`src/rtl/ram_bist.sv`:
```
// RAM built-in self test: writes seed+i to base+i for N words, then reads them back
// and compares each word against its expected value through a LAT-deep expect pipeline.
module ram_bist #(
  parameter int DATA_WIDTH = 10,
  parameter int ADDR_WIDTH = 12,
  parameter int OUTPUT_REG = 1
) (
  input  logic                  clk,
  input  logic                  reset,
  input  logic                  start,
  input  logic [ADDR_WIDTH-1:0] base_addr,
  input  logic [ADDR_WIDTH:0]   num_words,
  input  logic [DATA_WIDTH-1:0] seed,
  output logic                  busy,
  output logic                  done,
  output logic                  pass,
  output logic [15:0]           err_count,
  output logic [ADDR_WIDTH-1:0] first_err_addr,
  output logic                  read_req,
  output logic [ADDR_WIDTH-1:0] read_addr,
  input  logic [DATA_WIDTH-1:0] read_data,
  output logic                  write_req,
  output logic [ADDR_WIDTH-1:0] write_addr,
  output logic [DATA_WIDTH-1:0] write_data
);

  localparam int LAT = 1 + OUTPUT_REG;
  localparam int CW  = ADDR_WIDTH + 1;

  typedef enum logic [2:0] {IDLE, WRITE, READ, DRAIN, DONE} state_t;

  state_t                state, state_nxt;
  logic [CW-1:0]         cnt, cnt_nxt;
  logic [ADDR_WIDTH-1:0] base_l;
  logic [CW-1:0]         num_l;
  logic [DATA_WIDTH-1:0] seed_l;
  logic [DATA_WIDTH-1:0] read_exp, read_exp_nxt;

  logic                  busy_nxt, done_nxt, pass_nxt;
  logic [15:0]           err_nxt;
  logic [ADDR_WIDTH-1:0] fea_nxt;
  logic                  rd_req_nxt, wr_req_nxt;
  logic [ADDR_WIDTH-1:0] rd_addr_nxt, wr_addr_nxt;
  logic [DATA_WIDTH-1:0] wr_data_nxt;

  logic [LAT-1:0]        cmp_vld_p;
  logic [DATA_WIDTH-1:0] cmp_exp_p  [LAT];
  logic [ADDR_WIDTH-1:0] cmp_addr_p [LAT];
  logic                  mismatch;

  function automatic logic [ADDR_WIDTH-1:0] addr_at(input logic [ADDR_WIDTH-1:0] b,
                                                    input logic [CW-1:0] i);
    return b + i[ADDR_WIDTH-1:0];
  endfunction

  function automatic logic [DATA_WIDTH-1:0] data_at(input logic [DATA_WIDTH-1:0] s,
                                                    input logic [CW-1:0] i);
    return s + DATA_WIDTH'(i);
  endfunction

  assign mismatch = cmp_vld_p[LAT-1] && (read_data != cmp_exp_p[LAT-1]);

  always_comb begin
    state_nxt    = state;
    cnt_nxt      = cnt;
    done_nxt     = 1'b0;
    pass_nxt     = pass;
    err_nxt      = err_count;
    fea_nxt      = first_err_addr;
    rd_req_nxt   = 1'b0;
    rd_addr_nxt  = '0;
    read_exp_nxt = '0;
    wr_req_nxt   = 1'b0;
    wr_addr_nxt  = '0;
    wr_data_nxt  = '0;

    if (mismatch) begin
      if (err_count != 16'hFFFF) err_nxt = err_count + 16'd1;
      if (err_count == 16'd0)    fea_nxt = cmp_addr_p[LAT-1];
    end

    case (state)
      IDLE: begin
        if (start) begin
          err_nxt  = '0;
          fea_nxt  = '0;
          pass_nxt = 1'b0;
          cnt_nxt  = '0;
          if (num_words == '0) begin
            state_nxt = DONE;
            done_nxt  = 1'b1;
            pass_nxt  = 1'b1;
          end else begin
            state_nxt   = WRITE;
            wr_req_nxt  = 1'b1;
            wr_addr_nxt = base_addr;
            wr_data_nxt = seed;
          end
        end
      end
      WRITE: begin
        if (cnt == num_l - 1'b1) begin
          state_nxt    = READ;
          cnt_nxt      = '0;
          rd_req_nxt   = 1'b1;
          rd_addr_nxt  = base_l;
          read_exp_nxt = seed_l;
        end else begin
          cnt_nxt     = cnt + 1'b1;
          wr_req_nxt  = 1'b1;
          wr_addr_nxt = addr_at(base_l, cnt_nxt);
          wr_data_nxt = data_at(seed_l, cnt_nxt);
        end
      end
      READ: begin
        if (cnt == num_l - 1'b1) begin
          state_nxt = DRAIN;
          cnt_nxt   = '0;
        end else begin
          cnt_nxt      = cnt + 1'b1;
          rd_req_nxt   = 1'b1;
          rd_addr_nxt  = addr_at(base_l, cnt_nxt);
          read_exp_nxt = data_at(seed_l, cnt_nxt);
        end
      end
      DRAIN: begin
        // The last compare lands in the final drain cycle, so pass sees it via err_nxt.
        if (cnt == CW'(LAT - 1)) begin
          state_nxt = DONE;
          done_nxt  = 1'b1;
          pass_nxt  = (err_nxt == 16'd0);
        end else begin
          cnt_nxt = cnt + 1'b1;
        end
      end
      DONE:    state_nxt = IDLE;
      default: state_nxt = IDLE;
    endcase

    busy_nxt = (state_nxt != IDLE);
  end

  always_ff @(posedge clk or posedge reset) begin
    if (reset) begin
      state          <= IDLE;
      cnt            <= '0;
      busy           <= 1'b0;
      done           <= 1'b0;
      pass           <= 1'b0;
      err_count      <= '0;
      first_err_addr <= '0;
      read_req       <= 1'b0;
      read_addr      <= '0;
      read_exp       <= '0;
      write_req      <= 1'b0;
      write_addr     <= '0;
      write_data     <= '0;
    end else begin
      state          <= state_nxt;
      cnt            <= cnt_nxt;
      busy           <= busy_nxt;
      done           <= done_nxt;
      pass           <= pass_nxt;
      err_count      <= err_nxt;
      first_err_addr <= fea_nxt;
      read_req       <= rd_req_nxt;
      read_addr      <= rd_addr_nxt;
      read_exp       <= read_exp_nxt;
      write_req      <= wr_req_nxt;
      write_addr     <= wr_addr_nxt;
      write_data     <= wr_data_nxt;
    end
  end

  always_ff @(posedge clk) begin
    if (state == IDLE && start) begin
      base_l <= base_addr;
      num_l  <= num_words;
      seed_l <= seed;
    end
  end

  // Compare pipeline: stage 0 loads on the edge the RAM samples the read request.
  always_ff @(posedge clk or posedge reset) begin
    if (reset) begin
      cmp_vld_p <= '0;
      for (int s = 0; s < LAT; s++) begin
        cmp_exp_p[s]  <= '0;
        cmp_addr_p[s] <= '0;
      end
    end else begin
      cmp_vld_p[0]  <= read_req;
      cmp_exp_p[0]  <= read_exp;
      cmp_addr_p[0] <= read_addr;
      for (int s = 1; s < LAT; s++) begin
        cmp_vld_p[s]  <= cmp_vld_p[s-1];
        cmp_exp_p[s]  <= cmp_exp_p[s-1];
        cmp_addr_p[s] <= cmp_addr_p[s-1];
      end
    end
  end

endmodule

```
`config.mk`:
```
export PLATFORM = sky130hd
export DESIGN_NAME = ram_bist
export DESIGN_NICKNAME = d
export VERILOG_FILES = /design/src/rtl/ram_bist.sv
export SDC_FILE = /design/constraint.sdc
export NUM_CORES = 1
export LEC_CHECK = 0
export CAP_MARGIN = 40
export CORE_MARGIN = 2
export CORE_UTILIZATION = 45
export DETAILED_ROUTE_END_ITERATION = 16
export PLACE_DENSITY_LB_ADDON = 0.08
export SLEW_MARGIN = 20
export SYNTH_ARGS = -nofsm -noshare
export SYNTH_HDL_FRONTEND = slang
export SYNTH_SLANG_ARGS = --single-unit
export TNS_END_PERCENT = 20
```
`constraint.sdc`:
```
create_clock -name clk -period 3.75 [get_ports clk]
set_input_delay 0.375 -clock clk [delete_from_list [all_inputs] [get_ports clk]]
set_output_delay 0.375 -clock clk [all_outputs]
set_load 0.05 [all_outputs]
```
==> impl_metrics.py <==
metrics = {
    "setup_path": {
        "ff2ff_setup_slack_ns": 0.26,
        "critPathMaxStageDelay_ns": 0.59,
        "crit_path_top_delay_cell": "o211ai_2",
        "path_max_fanout": 24,
        "required_ns": 4.02,
        "cp-start-kind": "flip-flop",
        "worstSetupEndpointType": "flip-flop",
        "crit_chain": "inv_1, ha_1, nor3b_2, o21ai_0, a21oi_1, a311oi_2, o211ai_2, buf_4, nand2_1, o21ai_0",
        "crit_top_cell": "o21ai_0",
        "arrival_ns": 3.77,
        "worstSetupPathType": "reg2reg",
    },
    "sta": {
        "hold_viol_final": 0,
        "whs_ns": 0.2328,
        "period_share_pct": 93.14,
        "slew_headroom_pct": 48.37,
        "slew_violations": 0,
        "fmax_ghz": 0.2863,
        "fin_worst_skew_ns": 0.01617,
        "post-route-min-period_ns": 3.493,
        "worstMarginPinSlew_ns": 0.7745,
        "rsz0062_at_grt": "no",
        "finalSetupViolations": 0,
        "layout_setup_ws_ns": 0.2572,
        "fin_tns_setup_ns": 0,
    },
    "final_layout": {
        "area_delta_synth_final_pct": 24.15,
        "design_area_sq_mm": 0.01014,
        "nFillCells": 1484,
        "multi_input_area_sq_mm": 0.003344,
        "drive_gt1_share_pct": 7.464,
        "nNetsFinal": 906,
        "regArea_sq_mm": 0.004529,
        "n_antenna_cell": 0,
        "fin_cells": 1073,
    },
    "global_route": {
        "grt_overflow": 0,
        "grt_pass1_wl_um": 32050,
        "antenna_found_initial": 0,
        "grt_max_degree": 77,
        "grt_usage_pct": 20.99,
        "grt_pass1_vias": 5971,
    },
    "floorplan": {
        "num_rows": 49,
        "io_pins": 115,
        "die_y_um": 138.7,
        "core-area_sq_mm": 0.01790,
        "start_util_pct": 45.62,
        "die-area_sq_mm": 0.01924,
        "chipWidth_um": 138.7,
    },
    "synthesis": {
        "synth_area_sq_mm": 0.008167,
        "async_reset_ff_share_pct": 79.89,
        "yosysSeqAreaShare_pct": 55.46,
        "synth-edff-count": 35,
        "synth_compound_area_share_pct": 12.38,
        "synth_top_cell_by_area": "dfrtp_1",
        "yosys.area_share.simple_pct": 14.39,
        "yosysMostFrequentCell": "dfrtp_1",
        "synth_top_family_by_area": "simple AND/OR/NAND/NOR gates",
        "synth_fa_ha_area_share_pct": 4.443,
        "synthMuxAreaShare_pct": 2.712,
        "synth_top_area_share_pct": 42.59,
        "synthTopCellsByCount": "dfrtp_1 (139), nor2_1 (56), nand2_1 (53)",
        "ys.warnings.count": 0,
        "ys_types": 70,
        "ys_seq_elements": 174,
        "synth_xor_area_share_pct": 6.971,
        "syn_avg_cell_area_sq_um": 11.30,
        "ys_top_cells_by_area": "dfrtp_1 (43%), edfxtp_1 (13%), xnor2_1 (4.2%), ha_1 (3.8%), a22o_1 (2.8%)",
        "synth_flop_cell": "dfrtp_1",
        "synthesis.instances": 723,
        "synth_nets": 798,
    },
    "drt": {
        "vias_per_cell": 5.581,
        "drt_pass1_iterations": 5,
        "via_count": 5988,
        "wl_per_cell_um": 18.28,
        "drc": 0,
        "detail-route-antenna-nets": 0,
        "dr.first_iter.drc_count": 374,
        "finalWirelength_um": 19610,
    },
    "clock_tree": {
        "ctsLongestPathBuffers": 2,
        "cts_tree": "yes",
        "clock_sinks": 174,
        "root_buffer": "clkbuf_16",
        "clk_latency_ns": 0.43,
        "clkTransAtPathRegs_ns": 0.07,
        "cts_buffers": 17,
        "cts_hold_buf": 0,
        "htreeDepth": 4,
    },
    "placed_design": {
        "dp_hpwl_um": 13930,
        "placed_cell_area_sq_mm": 0.009525,
        "portBuffers": 114,
        "post-place-cells": 1040,
        "pre_cts_ws_ns": 0.05347,
        "place_congestion": 0.8955,
    },
    "status": {
        "status": "finished, final reports clean",
    },
    "pwr": {
        "vdd.ir_drop.worst_mv": 0.3453,
        "power.density_mw_per_mm2": 612.3,
        "leakage_nw": 4.506,
    },
    "run": {
        "maxCapViolCount": 0,
    },
    "min_path": {
        "hold_class": "in2async",
    },
}
-- path summary, 6_finish.rpt --
kind                                          start                       end  depth (start not counted)
max in group asynchronous                     reset  cmp_addr_p[11]$_DFF_PP0_                          4
setup reg to reg                 num_l[0]$_DFFE_PP_    read_addr[8]$_DFF_PP0_                         10
hold / removal                                reset   cmp_addr_p[7]$_DFF_PP0_                          2
hold reg to reg            cmp_addr_p[13]$_DFF_PP0_   cmp_addr_p[1]$_DFF_PP0_                          0
setup / recovery                 num_l[0]$_DFFE_PP_    read_addr[8]$_DFF_PP0_                         10
min in group clk           cmp_addr_p[13]$_DFF_PP0_   cmp_addr_p[1]$_DFF_PP0_                          0
-- metal layers --
metal	share of wire (%)	GRT usage, %	vias up	routed length [um]
met4	1.7	6.539	0	324
li1	-	-	2818	-
met3	4.6	4.627	28	912
met1	46	29.44	2942	9088
met2	47	32.96	200	9288
met5	0	0	-	0
-- metrics by stage --
step           utilization [%]  total power (W)
2_1_floorplan                -         0.003804
3_3_place_gp             52.98         0.004414
3_5_place_dp             53.21         0.004439
4_1_cts                  56.56         0.006254
5_1_grt                  56.63         0.006535
6_report                 56.63         0.006208
-- sequential cells by signal (all words and copies together) (netlist names) --
register        count
base_l             12
write_data         10
busy                1
num_l              13
pass                1
cmp_addr_p         24
state               3
read_req            1
err_count          16
cmp_exp_p          20
cmp_vld_p           2
done                1
read_exp           10
write_req           1
write_addr         12
first_err_addr     12
read_addr          12
cnt                13
seed_l             10
-- placed cells by master, fill, tap and decap left out, types with 7 or more instances in the layout --
cell type | Yosys | final
inv_1 | 28 | 26
nand3_1 | 29 | 29
mux2i_1 | 21 | 21
nand4_1 | 18 | 18
ha_1 | 25 | 25
o22a_1 | 8 | 8
buf_4 | 1 | 9
nor4_1 | 7 | 7
nor3_1 | 18 | 18
dfrtp_1 | 139 | 139
edfxtp_1 | 35 | 35
a22o_1 | 26 | 26
and3_1 | 12 | 12
a21oi_1 | 13 | 13
clkbuf_16 | 0 | 17
clkdlybuf4s50_1 | 0 | 114
xnor2_1 | 39 | 39
nor2_1 | 56 | 56
xor2_1 | 26 | 26
o21ai_0 | 39 | 38
a211oi_1 | 15 | 15
nand2_1 | 53 | 53
-- final cells by class --
type | instances | area share (%)
clock buffer | 18 | 4.233
clock inverter | 14 | 1.691
inverter | 28 | 1.074
multi-input combinational | 483 | 32.99
sequential | 174 | 44.67
tap | 229 | 2.826
timing repair buffer | 127 | 12.51
-- where the power goes --
group | internal (W) | switching, W | leakage [nW]
logic | 0.000857 | 0.00129 | 2.03
clock network | 0.000956 | 0.000823 | 0.294
registers | 0.00213 | 0.000154 | 2.18
-- timing repair --
action                                  4_1_cts  5_1_grt
endpoints found under the setup margin        0        2
resized for setup                             0        1
setup buffers                                 0        0
-- critical path, delay by kind of cell, from the launching register on --
| kind | cells | cell delay (ns) |
|---|---|---|
| AO/OA/AOI/OAI | 5 | 1.47 |
| AND/OR/NAND/NOR | 2 | 0.64 |
| flip-flops | 1 | 0.49 |
| buffers and inverters | 2 | 0.48 |
| adder cells (fa/ha/maj) | 1 | 0.24 |
-- kinds of logic after synthesis --
family / count (synthesis)
AOI/OAI and AO/OA: 138
xor gates and xnor gates: 65
adders and majority gates: 28
buffers and inverters: 66
DFF: 174
muxes: 22
and+or+nand+nor: 230
Power figures use the tool's default switching activity.
